[config.mk]
export PLATFORM = sky130hd
export DESIGN_NAME = multicycle_controller
export DESIGN_NICKNAME = d
export VERILOG_FILES = /design/src/rtl/mc_pkg.sv /design/src/rtl/mc_alu_decoder.sv /design/src/rtl/multicycle_controller.sv
export SDC_FILE = /design/constraint.sdc
export NUM_CORES = 1
export LEC_CHECK = 0
export CAP_MARGIN = 30
export CELL_PAD_IN_SITES_DETAIL_PLACEMENT = 1
export CELL_PAD_IN_SITES_GLOBAL_PLACEMENT = 2
export CORE_MARGIN = 2
export CORE_UTILIZATION = 28
export CTS_CLUSTER_DIAMETER = 30
export DETAILED_ROUTE_END_ITERATION = 10
export PLACE_DENSITY = 0.93
export SKIP_CTS_REPAIR_TIMING = 1
export SLEW_MARGIN = 20
export SYNTH_ARGS = -nofsm -noshare
export SYNTH_HDL_FRONTEND = slang
export SYNTH_SLANG_ARGS = --single-unit
[constraint.sdc]
create_clock -name clk -period 5.1 [get_ports clk]
set_clock_uncertainty 0.05 [all_clocks]
set_input_delay 0.51 -clock clk [delete_from_list [all_inputs] [get_ports clk]]
set_output_delay 0.51 -clock clk [all_outputs]
set_load 0.02 [all_outputs]
[src/rtl/mc_pkg.sv]
// Shared types and constants for the multicycle RV32I controller:
// state encoding, opcodes, ALU op classes, ALU codes and mux selects.
package mc_pkg;

  typedef enum logic [3:0] {
    S_FETCH,
    S_DECODE,
    S_MEMADR,
    S_MEMREAD,
    S_MEMWB,
    S_MEMWRITE,
    S_EXECR,
    S_EXECI,
    S_ALUWB,
    S_BRANCH,
    S_JAL,
    S_ILLEGAL
  } state_e;

  typedef enum logic [1:0] {
    ALUOP_ADD,
    ALUOP_SUB,
    ALUOP_FUNC
  } alu_op_e;

  localparam logic [6:0] OP_LW  = 7'b0000011;
  localparam logic [6:0] OP_SW  = 7'b0100011;
  localparam logic [6:0] OP_R   = 7'b0110011;
  localparam logic [6:0] OP_I   = 7'b0010011;
  localparam logic [6:0] OP_BR  = 7'b1100011;
  localparam logic [6:0] OP_JAL = 7'b1101111;

  localparam logic [2:0] ALU_ADD = 3'b000;
  localparam logic [2:0] ALU_SUB = 3'b001;
  localparam logic [2:0] ALU_AND = 3'b010;
  localparam logic [2:0] ALU_OR  = 3'b011;
  localparam logic [2:0] ALU_XOR = 3'b100;
  localparam logic [2:0] ALU_SLT = 3'b101;

  localparam logic       ADR_PC     = 1'b0;
  localparam logic       ADR_ALUOUT = 1'b1;

  localparam logic [1:0] RES_ALUOUT = 2'b00;
  localparam logic [1:0] RES_DATA   = 2'b01;
  localparam logic [1:0] RES_ALURES = 2'b10;

  localparam logic [1:0] SRCA_PC    = 2'b00;
  localparam logic [1:0] SRCA_OLDPC = 2'b01;
  localparam logic [1:0] SRCA_RD1   = 2'b10;

  localparam logic [1:0] SRCB_RD2   = 2'b00;
  localparam logic [1:0] SRCB_IMM   = 2'b01;
  localparam logic [1:0] SRCB_FOUR  = 2'b10;

  localparam logic [1:0] IMM_I = 2'b00;
  localparam logic [1:0] IMM_S = 2'b01;
  localparam logic [1:0] IMM_B = 2'b10;
  localparam logic [1:0] IMM_J = 2'b11;

endpackage

[src/rtl/mc_alu_decoder.sv]
// ALU control decoder: alu_op_i, funct3_i, op5_i, funct7_5_i in;
// alu_control_o out (3-bit code zero-extended to ALU_CTRL_W).
module mc_alu_decoder
  import mc_pkg::*;
#(
  parameter int ALU_CTRL_W = 3
) (
  input  alu_op_e               alu_op_i,
  input  logic [2:0]            funct3_i,
  input  logic                  op5_i,
  input  logic                  funct7_5_i,
  output logic [ALU_CTRL_W-1:0] alu_control_o
);

  logic [2:0] code;

  always_comb begin
    code = ALU_ADD;
    unique case (1'b1)
      (alu_op_i == ALUOP_SUB): code = ALU_SUB;
      (alu_op_i == ALUOP_FUNC): begin
        case (funct3_i)
          // only R-type (op[5]=1) with funct7[5] is a subtract
          3'b000:  code = (op5_i & funct7_5_i) ? ALU_SUB
                                               : ALU_ADD;
          3'b010:  code = ALU_SLT;
          3'b100:  code = ALU_XOR;
          3'b110:  code = ALU_OR;
          3'b111:  code = ALU_AND;
          default: code = ALU_ADD;
        endcase
      end
      default: code = ALU_ADD;
    endcase
  end

  assign alu_control_o = ALU_CTRL_W'(code);

endmodule

[src/rtl/multicycle_controller.sv]
// Moore control FSM for the multicycle RV32I datapath with memory
// ready handshake, illegal-opcode flag and retired-instruction counter.
// In: clk, reset, op, funct3, funct7_5, zero, mem_ready.
// Out: pc_write, adr_src, mem_write, ir_write, reg_write, result_src,
//      alu_src_a, alu_src_b, imm_src, alu_control, illegal, retired.
module multicycle_controller
  import mc_pkg::*;
#(
  parameter int ALU_CTRL_W = 3,
  parameter bit EN_BNE     = 1'b1,
  parameter int CNT_W      = 16
) (
  input  logic                  clk,
  input  logic                  reset,
  input  logic [6:0]            op,
  input  logic [2:0]            funct3,
  input  logic                  funct7_5,
  input  logic                  zero,
  input  logic                  mem_ready,
  output logic                  pc_write,
  output logic                  adr_src,
  output logic                  mem_write,
  output logic                  ir_write,
  output logic                  reg_write,
  output logic [1:0]            result_src,
  output logic [1:0]            alu_src_a,
  output logic [1:0]            alu_src_b,
  output logic [1:0]            imm_src,
  output logic [ALU_CTRL_W-1:0] alu_control,
  output logic                  illegal,
  output logic [CNT_W-1:0]      retired
);

  state_e           state_q, state_d;
  logic [CNT_W-1:0] retired_q, retired_d;
  logic             retire;
  logic             br_ok;
  alu_op_e          alu_op;

  assign br_ok = (funct3 == 3'b000) ||
                 ((funct3 == 3'b001) && EN_BNE);

  always_comb begin
    state_d = state_q;
    retire  = 1'b0;
    case (state_q)
      S_FETCH:
        if (mem_ready) state_d = S_DECODE;
      S_DECODE: begin
        unique case (1'b1)
          (op == OP_LW),
          (op == OP_SW):  state_d = S_MEMADR;
          (op == OP_R):   state_d = S_EXECR;
          (op == OP_I):   state_d = S_EXECI;
          (op == OP_BR):  state_d = br_ok ? S_BRANCH
                                          : S_ILLEGAL;
          (op == OP_JAL): state_d = S_JAL;
          default:        state_d = S_ILLEGAL;
        endcase
      end
      S_MEMADR:
        state_d = (op == OP_SW) ? S_MEMWRITE : S_MEMREAD;
      S_MEMREAD:
        if (mem_ready) state_d = S_MEMWB;
      S_MEMWB: begin
        state_d = S_FETCH;
        retire  = 1'b1;
      end
      S_MEMWRITE:
        if (mem_ready) begin
          state_d = S_FETCH;
          retire  = 1'b1;
        end
      S_EXECR:   state_d = S_ALUWB;
      S_EXECI:   state_d = S_ALUWB;
      S_ALUWB: begin
        state_d = S_FETCH;
        retire  = 1'b1;
      end
      S_BRANCH: begin
        state_d = S_FETCH;
        retire  = 1'b1;
      end
      S_JAL:     state_d = S_ALUWB;
      S_ILLEGAL: state_d = S_FETCH;
      default:   state_d = S_FETCH;
    endcase
  end

  assign retired_d = retire ? retired_q + CNT_W'(1)
                            : retired_q;

  always_ff @(posedge clk or posedge reset) begin
    if (reset) begin
      state_q   <= S_FETCH;
      retired_q <= '0;
    end else begin
      state_q   <= state_d;
      retired_q <= retired_d;
    end
  end

  always_comb begin
    pc_write   = 1'b0;
    adr_src    = ADR_PC;
    mem_write  = 1'b0;
    ir_write   = 1'b0;
    reg_write  = 1'b0;
    result_src = RES_ALUOUT;
    alu_src_a  = SRCA_PC;
    alu_src_b  = SRCB_RD2;
    alu_op     = ALUOP_ADD;
    illegal    = 1'b0;
    case (state_q)
      S_FETCH: begin
        alu_src_b  = SRCB_FOUR;
        result_src = RES_ALURES;
        ir_write   = mem_ready;
        pc_write   = mem_ready;
      end
      S_DECODE: begin
        alu_src_a = SRCA_OLDPC;
        alu_src_b = SRCB_IMM;
      end
      S_MEMADR: begin
        alu_src_a = SRCA_RD1;
        alu_src_b = SRCB_IMM;
      end
      S_MEMREAD:  adr_src = ADR_ALUOUT;
      S_MEMWB: begin
        result_src = RES_DATA;
        reg_write  = 1'b1;
      end
      S_MEMWRITE: begin
        adr_src   = ADR_ALUOUT;
        mem_write = 1'b1;
      end
      S_EXECR: begin
        alu_src_a = SRCA_RD1;
        alu_op    = ALUOP_FUNC;
      end
      S_EXECI: begin
        alu_src_a = SRCA_RD1;
        alu_src_b = SRCB_IMM;
        alu_op    = ALUOP_FUNC;
      end
      S_ALUWB:    reg_write = 1'b1;
      S_BRANCH: begin
        alu_src_a = SRCA_RD1;
        alu_op    = ALUOP_SUB;
        // funct3[0] selects bne over beq
        pc_write  = funct3[0] ? ~zero : zero;
      end
      S_JAL: begin
        alu_src_a = SRCA_OLDPC;
        alu_src_b = SRCB_FOUR;
        pc_write  = 1'b1;
      end
      S_ILLEGAL:  illegal = 1'b1;
      default: ;
    endcase
  end

  always_comb begin
    imm_src = IMM_I;
    unique case (1'b1)
      (op == OP_SW):  imm_src = IMM_S;
      (op == OP_BR):  imm_src = IMM_B;
      (op == OP_JAL): imm_src = IMM_J;
      default:        imm_src = IMM_I;
    endcase
  end

  mc_alu_decoder #(
    .ALU_CTRL_W(ALU_CTRL_W)
  ) u_alu_dec (
    .alu_op_i     (alu_op),
    .funct3_i     (funct3),
    .op5_i        (op[5]),
    .funct7_5_i   (funct7_5),
    .alu_control_o(alu_control)
  );

  assign retired = retired_q;

endmodule

# Yosys cells after proc, flatten, opt, wreduce, memory -nomap -nowiden
# Cells that the tools add are included.
[op_classes]
n_bitwise = 2
addsub = 1
eq_ne = 27
muxes = 24
reduce_logical = 14
[ops]
columns = ["cell", "n"]
rows = [
  ["4-bit case mux with 6 select lines", 1],
  ["4-bit case mux with 5 select lines", 1],
  ["16-bit by 1-bit adder with 16-bit output, second input constant", 1],
  ["4-bit by 3-bit equality test with 1-bit output, second input constant", 4],
  ["4-bit equality test, second input constant", 4],
  ["2-bit case mux with 2 select lines", 4],
  ["3-bit case mux with 5 select lines", 1],
  ["7-bit by 6-bit equality test with 1-bit output, second input constant", 2],
  ["7-bit equality test, second input constant", 2],
  ["4-bit 2-to-1 mux", 3],
  ["2-bit OR reduction", 6],
  ["3-bit equality test, second input constant", 3],
  ["3-bit OR reduction", 3],
  ["4-bit by 2-bit equality test with 1-bit output, second input constant", 2],
  ["1-bit 2-to-1 mux", 8],
  ["7-bit by 2-bit equality test with 1-bit output, second input constant", 1],
  ["7-bit by 5-bit equality test with 1-bit output, second input constant", 1],
  ["2-bit != test, second input constant", 3],
  ["2-bit case mux with 3 select lines", 1],
  ["3-bit case mux with 2 select lines", 1],
  ["4-bit by 1-bit equality test with 1-bit output, second input constant", 1],
  ["4-bit zero test", 1],
  ["4-bit OR reduction", 1],
  ["3-bit by 1-bit equality test with 1-bit output, second input constant", 1],
  ["12 further kinds", 12],
]
[totals]
output_inout_bits = 33
inputBits = 15
ff_bits = 20

# Longest topological paths before layout
[depth]
ltp_word = 5
ltp_mapped = 8
depth_no_buf = 7

# Cells and area by module
# A second synthesis with hierarchy kept.
[hier_totals]
hier_cells = 159
area_unflattened_um2 = 1421.4
[by_module_without_submodules]
columns = ["mod", "n_inst", "area_per_inst_um2", "cells_per_inst", "seq_area_each_um2"]
rows = [
  ["multicycle_controller", 1, 1322.5, 147, 500.5],
  ["mc_alu_decoder", 1, 98.8, 12, 0.0],
]

# Worst setup path after synthesis
# OpenSTA, ideal clock, no wires.
[synth_path]
path_kind = "register to output"
start = "register state_q[1]"
end = "output alu_control[2]"
arrival_ns = 2.030
path_slack_ns = 2.510
path_stages_with_launch = 7
path_buffers = 1
t_required_ns = 4.540
cell_sequence = "dfrtp_1 buf_2 nand2b_1 nor2_1 nand2_1 ha_1 nor4b_1"
[synth_via]
elab_chain_cells = 5
word_cells_on_any_way = 8
classes_between = "eq/ne (5); mux (2); reduce/logical (1)"
[synth_lines]
columns = ["element", "line_no", "rtl"]
rows = [
  ["start: declaration", "multicycle_controller.sv:34", "state_e state_q, state_d;"],
  ["start signal: assignment", "multicycle_controller.sv:98", "state_q <= state_d;"],
  ["4-bit by 3-bit equality test with 1-bit output", "multicycle_controller.sv:114", "case (state_q)"],
  ["2-bit OR reduction (no source line)", "--", ""],
  ["2-bit case mux with 2 select lines *", "multicycle_controller.sv:114", ""],
  ["2-bit equality test or 2-bit by 1-bit equality test with 1-bit output (tied branches)", "mc_alu_decoder.sv:21, mc_alu_decoder.sv:20", ""],
  ["3-bit case mux with 2 select lines *", "mc_alu_decoder.sv:19", "unique case (1'b1)"],
  ["end: declaration", "multicycle_controller.sv:29", "output logic [ALU_CTRL_W-1:0] alu_control,"],
]
# Every way passes the cells marked *; elsewhere a longest branch is shown, timed or not.

# Final worst setup path
# Ends and elaborated chain as after synthesis.

==> flow_results.xml <==
<?xml version="1.0" encoding="UTF-8"?>
<metrics>
  <group name="yosys">
    <metric name="seq_area_frac_synth" unit="">0.347</metric>
    <metric name="post_synth_fa_ha_maj_area_fraction" unit="">0.0260</metric>
    <metric name="yosys.area_share.xor_xnor" unit="">0.109</metric>
    <metric name="yosys-top-cells-count" unit="">sky130_fd_sc_hd__dfrtp_1 (20), sky130_fd_sc_hd__nand2_1 (15), sky130_fd_sc_hd__nor2_1 (14)</metric>
    <metric name="number_of_enable_type_register_cells_in_the_synthesized_netlist" unit="">0</metric>
    <metric name="syn_nets" unit="">179</metric>
    <metric name="avgSynthCellArea" unit="um2">8.96</metric>
    <metric name="async_flop_share" unit="">1.00</metric>
    <metric name="ys_warn_count" unit="">0</metric>
    <metric name="synth_area_in_compound_gates" unit="">0.141</metric>
    <metric name="dominant_combinational_cell_family_by_area_after_synthesis" unit="">simple AND/OR/NAND/NOR gates</metric>
    <metric name="synth_ff_type" unit="">sky130_fd_sc_hd__dfrtp_1</metric>
    <metric name="yosys.area_share.simple" unit="">0.323</metric>
    <metric name="synthTopCellsByArea" unit="">sky130_fd_sc_hd__dfrtp_1 (35%), sky130_fd_sc_hd__xnor2_1 (5.5%), sky130_fd_sc_hd__xor2_1 (5.5%)</metric>
    <metric name="mappedNetlistArea" unit="um2">1440</metric>
    <metric name="yosys.cell_count.top_type" unit="">sky130_fd_sc_hd__dfrtp_1</metric>
    <metric name="muxShareOfSynthArea" unit="">0.00781</metric>
    <metric name="unique_masters_post_synth" unit="">50</metric>
    <metric name="ys_seq_elements" unit="">20</metric>
    <metric name="area_share_of_the_leading_cell_type_in_the_synthesized_netlist" unit="">0.347</metric>
    <metric name="postSynthCellCount" unit="">161</metric>
    <metric name="synth_top_area_cell" unit="">sky130_fd_sc_hd__dfrtp_1</metric>
  </group>
  <group name="drt">
    <metric name="avgRoutedWirePerCell" unit="um">14.1</metric>
    <metric name="routed_wl" unit="um">3870</metric>
    <metric name="via_per_inst" unit="">4.96</metric>
    <metric name="detailroute.via_count" unit="">1365</metric>
    <metric name="count_of_unresolved_drc_violations_after_routing" unit="">0</metric>
    <metric name="drt_pass1_iterations" unit="">2</metric>
    <metric name="route.antenna.remaining_nets" unit="">0</metric>
    <metric name="drt_first_iter_violations" unit="">29</metric>
  </group>
  <group name="sta">
    <metric name="setup_repair_after_global_routing_missed_its_margin" unit="">false</metric>
    <metric name="setup_violations" unit="">0</metric>
    <metric name="drv_slew" unit="">0</metric>
    <metric name="worstMarginPinSlew" unit="ns">0.780</metric>
    <metric name="tns" unit="ns">0</metric>
    <metric name="hold_violations" unit="">0</metric>
    <metric name="timing.slew.headroom" unit="">0.479</metric>
    <metric name="worst_hold_slack" unit="ns">0.425</metric>
    <metric name="period_needed" unit="ns">3.37</metric>
    <metric name="achievable_clock_frequency" unit="MHz">297</metric>
    <metric name="timing.final.crit_share" unit="">0.661</metric>
  </group>
  <group name="die">
    <metric name="boundaryPins" unit="">48</metric>
    <metric name="floorplan.die_area" unit="um2">5740</metric>
    <metric name="starting_density_of_the_core" unit="">0.286</metric>
    <metric name="row_count" unit="">26</metric>
    <metric name="die_width" unit="um">75.8</metric>
    <metric name="fp.dieH" unit="um">75.8</metric>
    <metric name="core_area" unit="um2">5040</metric>
  </group>
  <group name="setup_path">
    <metric name="worst_ep_arrival_time" unit="ns">2.81</metric>
    <metric name="crit_required" unit="ns">4.54</metric>
    <metric name="reg2reg_setup_slack" unit="ns">3.15</metric>
    <metric name="cp-start-kind" unit="">flop</metric>
    <metric name="worst-path-max-fanout" unit="">20</metric>
    <metric name="path_class" unit="">reg2out</metric>
    <metric name="endpoint_kind" unit="">primary output</metric>
  </group>
  <group name="grt">
    <metric name="grt_overflow_total" unit="">0</metric>
    <metric name="grt_util_all_layers" unit="">0.137</metric>
    <metric name="first_pass_grt_wire_length" unit="um">6220</metric>
    <metric name="grt_start_max_net_pins" unit="">22</metric>
    <metric name="grt_pass1_vias" unit="">1373</metric>
    <metric name="grt_antenna_before_repair" unit="">0</metric>
  </group>
  <group name="final_layout">
    <metric name="finalInstanceArea" unit="um2">2040</metric>
    <metric name="post_layout_nonfiller_instances" unit="">275</metric>
    <metric name="fillers" unit="">584</metric>
    <metric name="synthToLayoutAreaGrowth" unit="%">41.1</metric>
    <metric name="multi_input_comb_area" unit="um2">876</metric>
    <metric name="post_route_cells_drive_above_1_share" unit="">0.0780</metric>
    <metric name="nNetsFinal" unit="">224</metric>
    <metric name="sequential_cell_area" unit="um2">500</metric>
    <metric name="insertedDiodeCount" unit="">0</metric>
  </group>
  <group name="placed_design">
    <metric name="post_dp_cell_area" unit="um2">1960</metric>
    <metric name="portBuffers" unit="">47</metric>
    <metric name="place_congestion" unit="">0.800</metric>
    <metric name="placedCellCount" unit="">271</metric>
    <metric name="half_perimeter_wire_length_after_detailed_placement" unit="um">2930</metric>
  </group>
  <group name="flow_run">
    <metric name="max_cap_viols" unit="">0</metric>
  </group>
  <group name="worst_hold_path">
    <metric name="hold_class" unit="">reg2reg</metric>
  </group>
  <group name="clock_network">
    <metric name="clk_pin_slew" unit="ns">0.08</metric>
    <metric name="clock_tree_from_tritoncts" unit="">done</metric>
    <metric name="max-clock-path-buffers" unit="">2</metric>
    <metric name="cts-htree-levels" unit="">1</metric>
    <metric name="numClockSinks" unit="">20</metric>
    <metric name="root_buffer" unit="">sky130_fd_sc_hd__clkbuf_8</metric>
    <metric name="cts_inserted_buffers" unit="">3</metric>
    <metric name="insertion_delay_to_the_later_sink_of_the_worst_skew_pair" unit="ns">0.27</metric>
  </group>
  <group name="power_and_ir_drop">
    <metric name="vdd_drop_max" unit="mV">0.145</metric>
    <metric name="post-layout-total-power" unit="mW">1.02</metric>
    <metric name="total_power_per_unit_cell_area" unit="nW/um2">499</metric>
    <metric name="power.static_leakage" unit="nW">0.748</metric>
  </group>
  <group name="outcome">
    <metric name="result_of_the_run" unit="">completed</metric>
  </group>
</metrics>
-- sequential cells by signal (all words and copies together), names as in the netlist --
signal / flops
retired: 16
state_q: 4
-- where the power goes --
group / internal (mW) / leakage [nW] / switching (mW) / total, mW
clock: 0.105 / 0.0357 / 0.0576 / 0.163
sequential: 0.197 / 0.235 / 0.115 / 0.312
combinational: 0.255 / 0.477 / 0.286 / 0.541
total: 0.557 / 0.748 / 0.459 / 1.02
-- metal layers --
metal | wire (um) | up-vias | share of wire | GRT usage
met5 | 0 | - | 0 | 0
met3 | 149 | 4 | 0.039 | 0.0159
li1 | - | 666 | - | -
met4 | 32 | 0 | 0.0083 | 0.0448
met1 | 1740 | 659 | 0.45 | 0.167
met2 | 1940 | 36 | 0.50 | 0.250
-- cell families after synthesis --
kind of cell,after synthesis
multiplexers,1
AO/OA/AOI/OAI,29
adder cells (fa/ha/maj),3
XOR/XNOR,18
buffers and inverters,15
flip-flops,20
AND/OR/NAND/NOR,75
-- stage by stage --
stage | util | setup WS (ns)
after global routing | 0.404 | 1.53
after CTS | 0.404 | 1.71
after detailed placement | 0.390 | 2.00
after floorplan | - | 2.51
after global placement | 0.390 | 2.08
final | 0.404 | 1.73
-- final timing paths --
kind                        startpoint              to  cells past startpoint
setup / recovery            state_q[1]  alu_control[2]                      6
hold / removal             retired[15]     retired[15]                      1
setup reg to reg            state_q[2]     retired[11]                      4
hold reg to reg            retired[15]     retired[15]                      1
max in group asynchronous        reset      state_q[1]                      2
min in group asynchronous        reset     retired[11]                      2
-- cell usage in the layout (no fill, tap or decap), types with 2 or more instances in the layout --
master / instances
sky130_fd_sc_hd__a211oi_1: 2
sky130_fd_sc_hd__a21oi_1: 6
sky130_fd_sc_hd__a31oi_1: 3
sky130_fd_sc_hd__and3_1: 2
sky130_fd_sc_hd__clkbuf_8: 3
sky130_fd_sc_hd__clkdlybuf4s50_1: 47
sky130_fd_sc_hd__dfrtp_1: 20
sky130_fd_sc_hd__ha_1: 3
sky130_fd_sc_hd__inv_1: 8
sky130_fd_sc_hd__nand2_1: 15
sky130_fd_sc_hd__nand2b_1: 5
sky130_fd_sc_hd__nand3_1: 4
sky130_fd_sc_hd__nand4_1: 5
sky130_fd_sc_hd__nand4_4: 2
sky130_fd_sc_hd__nor2_1: 14
sky130_fd_sc_hd__nor2b_1: 4
sky130_fd_sc_hd__nor3_1: 9
sky130_fd_sc_hd__nor4_1: 3
sky130_fd_sc_hd__o21ai_0: 4
sky130_fd_sc_hd__xnor2_1: 9
sky130_fd_sc_hd__xor2_1: 9
-- cell type report --
type / count / share of cell area
Multi-Input combinational cell: 126 / 0.430
Sequential cell: 20 / 0.246
Timing Repair Buffer: 47 / 0.231
Tap cell: 70 / 0.0430
Clock buffer: 3 / 0.0203
Clock inverter: 1 / 0.0148
Inverter: 8 / 0.0148
-- worst max-delay path, cell delays in order, from the launching register on --
cell and delay (ns):
sky130_fd_sc_hd__dfrtp_1 0.61, sky130_fd_sc_hd__nand2b_1 0.29, sky130_fd_sc_hd__nor2_1 0.19, sky130_fd_sc_hd__nand2_1 0.12, sky130_fd_sc_hd__ha_1 0.37, sky130_fd_sc_hd__nor4b_1 0.30
sky130_fd_sc_hd__clkdlybuf4s50_1 0.66
Power figures use the tool's default switching activity.
